**config.mk**
```make
export PLATFORM = sky130hd
export DESIGN_NAME = seg_disp_arbiter
export DESIGN_NICKNAME = d
export VERILOG_FILES = /design/src/rtl/seg_disp_arbiter.sv
export SDC_FILE = /design/constraint.sdc
export NUM_CORES = 1
export LEC_CHECK = 0
export CAP_MARGIN = 10
export CORE_MARGIN = 2
export CORE_UTILIZATION = 57
export DETAILED_ROUTE_END_ITERATION = 7
export PLACE_DENSITY = 0.88
export SETUP_SLACK_MARGIN = 0.15
export SYNTH_ARGS = -nofsm -noshare
export SYNTH_HDL_FRONTEND = slang
export SYNTH_SLANG_ARGS = --single-unit
```
**constraint.sdc**
```tcl
create_clock -name clk -period 4.92 [get_ports clk]
set_input_delay 0.738 -clock clk [delete_from_list [all_inputs] [get_ports clk]]
set_output_delay 0.738 -clock clk [all_outputs]
set_load 0.005 [all_outputs]
```
**src/rtl/seg_disp_arbiter.sv**
```systemverilog
// Round-robin arbiter sharing seven 7-segment displays between two frame requesters.
// Optional blinking digits are enabled with the SEG_DISP_BLINK_EN macro.
module seg_disp_arbiter #(
  parameter int unsigned HOLD_CYCLES  = 50000000,
  parameter int unsigned BLINK_CYCLES = 12500000
) (
  input  logic        clk,
  input  logic        reset,
  input  logic        req_a,
  input  logic [27:0] data_a,
  input  logic [6:0]  blank_a,
  input  logic        req_b,
  input  logic [27:0] data_b,
  input  logic [6:0]  blank_b,
`ifdef SEG_DISP_BLINK_EN
  input  logic [6:0]  blink_a,
  input  logic [6:0]  blink_b,
`endif
  output logic        ack_a,
  output logic        ack_b,
  output logic [1:0]  owner,
  output logic [1:0]  fsm_state,
  output logic [6:0]  seg_disp_0,
  output logic [6:0]  seg_disp_1,
  output logic [6:0]  seg_disp_2,
  output logic [6:0]  seg_disp_3,
  output logic [6:0]  seg_disp_4,
  output logic [6:0]  seg_disp_5,
  output logic [6:0]  seg_disp_6
);

  localparam logic [1:0] ST_IDLE  = 2'd0;
  localparam logic [1:0] ST_HOLD  = 2'd1;
  localparam logic [1:0] ST_FREE  = 2'd2;
  localparam logic [1:0] OWN_NONE = 2'b00;
  localparam logic [1:0] OWN_A    = 2'b01;
  localparam logic [1:0] OWN_B    = 2'b10;

  logic [1:0]  state;
  logic [31:0] hold_cnt;
  logic        last_grant_b;
  logic [27:0] data_q;
  logic [6:0]  blank_q;
  logic        req_a_v, req_b_v;
  logic        grant_a, grant_b, new_grant;
  logic [6:0]  disp [7];

  // Handshake: a requester holds req and its frame until ack pulses for one
  // cycle; req seen during that ack cycle is ignored, so one req yields one ack.
  always_comb begin
    req_a_v   = req_a & ~ack_a;
    req_b_v   = req_b & ~ack_b;
    grant_a   = 1'b0;
    grant_b   = 1'b0;
    new_grant = 1'b0;
    if (state == ST_HOLD) begin
      // Only the owner may refresh while the hold time runs.
      grant_a = req_a_v && (owner == OWN_A);
      grant_b = req_b_v && (owner == OWN_B);
    end else begin
      if (req_a_v && req_b_v) begin
        grant_a = last_grant_b;
        grant_b = ~last_grant_b;
      end else begin
        grant_a = req_a_v;
        grant_b = req_b_v;
      end
      new_grant = grant_a | grant_b;
    end
  end

  always_ff @(posedge clk) begin
    if (reset) begin
      state        <= ST_IDLE;
      owner        <= OWN_NONE;
      ack_a        <= 1'b0;
      ack_b        <= 1'b0;
      hold_cnt     <= 32'd0;
      last_grant_b <= 1'b1;
      data_q       <= 28'd0;
      blank_q      <= 7'h7F;
    end else begin
      ack_a <= grant_a;
      ack_b <= grant_b;
      if (grant_a) begin
        owner   <= OWN_A;
        data_q  <= data_a;
        blank_q <= blank_a;
      end else if (grant_b) begin
        owner   <= OWN_B;
        data_q  <= data_b;
        blank_q <= blank_b;
      end
      if (new_grant) begin
        last_grant_b <= grant_b;
        hold_cnt     <= HOLD_CYCLES - 32'd1;
        state        <= (HOLD_CYCLES == 32'd1) ? ST_FREE : ST_HOLD;
      end else if (state == ST_HOLD) begin
        hold_cnt <= hold_cnt - 32'd1;
        if (hold_cnt == 32'd1) state <= ST_FREE;
      end
    end
  end

`ifdef SEG_DISP_BLINK_EN
  logic [6:0]  blink_q;
  logic [31:0] blink_cnt;
  logic        blink_on;

  always_ff @(posedge clk) begin
    if (reset) begin
      blink_q   <= 7'h00;
      blink_cnt <= 32'd0;
      blink_on  <= 1'b1;
    end else begin
      if (grant_a) blink_q <= blink_a;
      else if (grant_b) blink_q <= blink_b;
      if (blink_cnt == BLINK_CYCLES - 32'd1) begin
        blink_cnt <= 32'd0;
        blink_on  <= ~blink_on;
      end else begin
        blink_cnt <= blink_cnt + 32'd1;
      end
    end
  end
`endif

  function automatic logic [6:0] hex_to_seg(input logic [3:0] d);
    logic [6:0] s;
    case (d)
      4'h0: s = 7'h40;
      4'h1: s = 7'h79;
      4'h2: s = 7'h24;
      4'h3: s = 7'h30;
      4'h4: s = 7'h19;
      4'h5: s = 7'h12;
      4'h6: s = 7'h02;
      4'h7: s = 7'h78;
      4'h8: s = 7'h00;
      4'h9: s = 7'h10;
      4'hA: s = 7'h08;
      4'hB: s = 7'h03;
      4'hC: s = 7'h46;
      4'hD: s = 7'h21;
      4'hE: s = 7'h06;
      default: s = 7'h0E;
    endcase
    return s;
  endfunction

  always_comb begin
    for (int i = 0; i < 7; i++) begin
      disp[i] = hex_to_seg(data_q[4*i +: 4]);
      if (blank_q[i]) disp[i] = 7'h7F;
`ifdef SEG_DISP_BLINK_EN
      else if (!blink_on && blink_q[i]) disp[i] = 7'h7F;
`endif
    end
  end

  assign fsm_state  = state;
  assign seg_disp_0 = disp[0];
  assign seg_disp_1 = disp[1];
  assign seg_disp_2 = disp[2];
  assign seg_disp_3 = disp[3];
  assign seg_disp_4 = disp[4];
  assign seg_disp_5 = disp[5];
  assign seg_disp_6 = disp[6];

endmodule

```
==> reports/qor.yml <==
ys_warn_count: 0
yosysMostFrequentCell: "dfxtp_1"
grt_max_degree: 44
syn-cell-area_sq_um: 6710
cts_tree: "yes"
synthFlopType: "dfxtp_1"
antenna_cells: 0
worstSkewPairLatency_ns: 0.42
cp-end-kind: "flop"
dr.pass1.iters: 6
min_period_over_period: 0.788
track_usage: 0.284
grt_util_met3: 0.0686
place.gp.congestion: 0.951
holdWs_ns: 0.486
rows: 39
rsz0062_at_grt: "false"
worstPathMaxFanout: 25
synth_top_area_share: 0.367
hold_viol_final: 0
irDropWorstVdd_v: 0.000308
routed_wl_um: 17900
postSynthCellCount: 692
htreeDepth: 4
p_int_mw: 2.48
avgViaCountPerCell: 6.06
drtIter0Drc: 457
worst_pin_slew_ns: 1.03
clock-sinks: 123
area_growth_pct: 28.8
fillCellCount: 756
synth_edf_count: 0
antenna_found_initial: 0
avgSynthCellArea_sq_um: 9.69
skew_ns: 0.00628
worstPathArrival_ns: 4.21
period_minus_slack_ns: 3.88
swShare: 0.287
grt_pass1_vias: 5951
cts-buffers-inserted: 17
die_area_sq_um: 12600
grt_pass1_wl_um: 28800
final_util: 0.753
dp.cells: 937
nNetsFinal: 931
drc: 0
synth_seq_cells: 123
seq_area_frac_synth: 0.367
num_vias: 5871
path_clk_slew_ns: 0.05
cp-start-kind: "input pin"
cts_resized: 0
dpl.hpwl_um: 12400
cts_buffer_depth: 2
final.setup.tns_ns: 0
yosysTopAreaCell: "dfxtp_1"
io_pins: 129
grt_remaining_overflow: 0
maxSlewHeadroom: 0.315
postCtsSetupBuffers: 0
fp.dieW_um: 112
root_buffer: "clkbuf_16"
wire_per_inst_um: 18.5
powerDensity_nw_per_um2: 402
combPwrFrac: 0.269
ant_nets: 0
slew_viol_final: 0
use_met1: 0.331
start_util: 0.585
synth_area_leaders: "dfxtp_1 (37%), ha_1 (8.2%), mux2i_1 (5.2%)"
setup_viol: 0
met2_usage: 0.501
hold_buffers: 0
async_reset_ff_frac: 0
core_sq_um: 11500
min_path_type: "reg2reg"
synth_common_cells: "dfxtp_1 (123), nor2_1 (53), or2_2 (53)"
switchingPower_mw: 0.997
synthDistinctLibCells: 66
grt.busiest_layer: "met2"
layout.cells.non_filler: 969
status: "finished, final reports clean"
io_buffers: 128
p_seq_frac: 0.353
drv_cap: 0
p_clk_frac: 0.377
timing.fmax_mhz: 258
p_leak_nw: 3.36
worstPathRequired_ns: 5.26
drive_above_1_share: 0.191
die_h_um: 112
syn-num-nets: 810
path_class: "in2reg"
per-layer routing:
layer,up-vias,share of wire
met3,46,0.073
met4,0,0.029
met2,248,0.51
met1,2828,0.39
li1,2749,-
met5,-,0
power by group through the flow:
| stage | registers (mW) | logic, mW | clock network (mW) |
|---|---|---|---|
| 6_report | 1.23 | 0.936 | 1.31 |
| 4_1_cts | 1.23 | 0.928 | 1.31 |
| 5_1_grt | 1.24 | 1.01 | 1.36 |
| 3_5_place_dp | 1.24 | 0.912 | 0 |
| 3_3_place_gp | 1.24 | 0.865 | 0 |
| 2_1_floorplan | 1.22 | 0.622 | 0 |
cell usage in the layout (no fill, tap or decap), types with 4 or more instances in the layout:
cell type and count:
or3_1 6, a221o_1 5, a311oi_1 14, nor4_1 5
clkinvlp_4 5, buf_4 10, a211oi_1 15, mux2i_1 35
clkdlybuf4s50_1 127, a311oi_2 6, nor2_1 53, clkbuf_8 5
xnor2_1 12, nand3_1 11, o31a_1 14, dfxtp_1 123
clkbuf_16 17, a32o_1 7, and3_1 13, nor3_1 19
ha_1 44, o21ai_0 18, inv_1 34, nor2b_1 6
or2_2 54, o22ai_1 24, inv_2 5, o221a_2 16
mux4_2 4, nand3b_1 4, nand2_1 37, a21oi_1 6
nand2b_1 7, xor2_1 8, or2_1 5
path summary, 6_finish.rpt:
check | start | to | slack, ns | cells after the start
hold reg to reg | fsm_state[1] | fsm_state[1] | 0.49 | 2
setup reg to reg | fsm_state[0] | flop | 1.50 | 10
hold / removal | fsm_state[1] | fsm_state[1] | 0.49 | 2
setup / recovery | req_b | flop | 1.04 | 11
cells by family after synthesis:
| logic type | after synthesis | synth area share |
|---|---|---|
| muxes | 43 | 0.0750 |
| and+or+nand+nor | 241 | 0.201 |
| DFF | 123 | 0.367 |
| AOI/OAI and AO/OA | 146 | 0.191 |
| adders and majority gates | 44 | 0.0821 |
| xor gates and xnor gates | 20 | 0.0261 |
| buffers and inverters | 75 | 0.0571 |
final cells by class:
type	instances	area, sq um	area share
well taps	143	179	0.0207
clock inverters	10	138	0.0159
repair buffers	138	1350	0.156
clock buffers	22	494	0.0572
inverters	39	146	0.0169
multi-input cells	494	3870	0.448
flip-flops and latches	123	2460	0.285
through the flow:
stage,setup slack [ns],total power [mW],cell area [sq um]
final,1.04,3.47,8640
after global placement,0.821,2.10,8010
after floorplan,1.68,1.84,6710
after CTS,1.08,3.47,8640
after detailed placement,0.677,2.16,8010
after global routing,0.832,3.61,8640
critical path: stages:
cell	delay, ns
clkdlybuf4s50_1	0.52
or3b_1	0.40
mux2i_4	0.36
or2_2	0.55
buf_4	0.28
o22ai_1	0.12
nor3_2	0.42
inv_1	0.18
ha_1	0.30
nand3b_1	0.20
o21ai_1	0.13
Note: power is estimated with default switching activity, not from simulation.
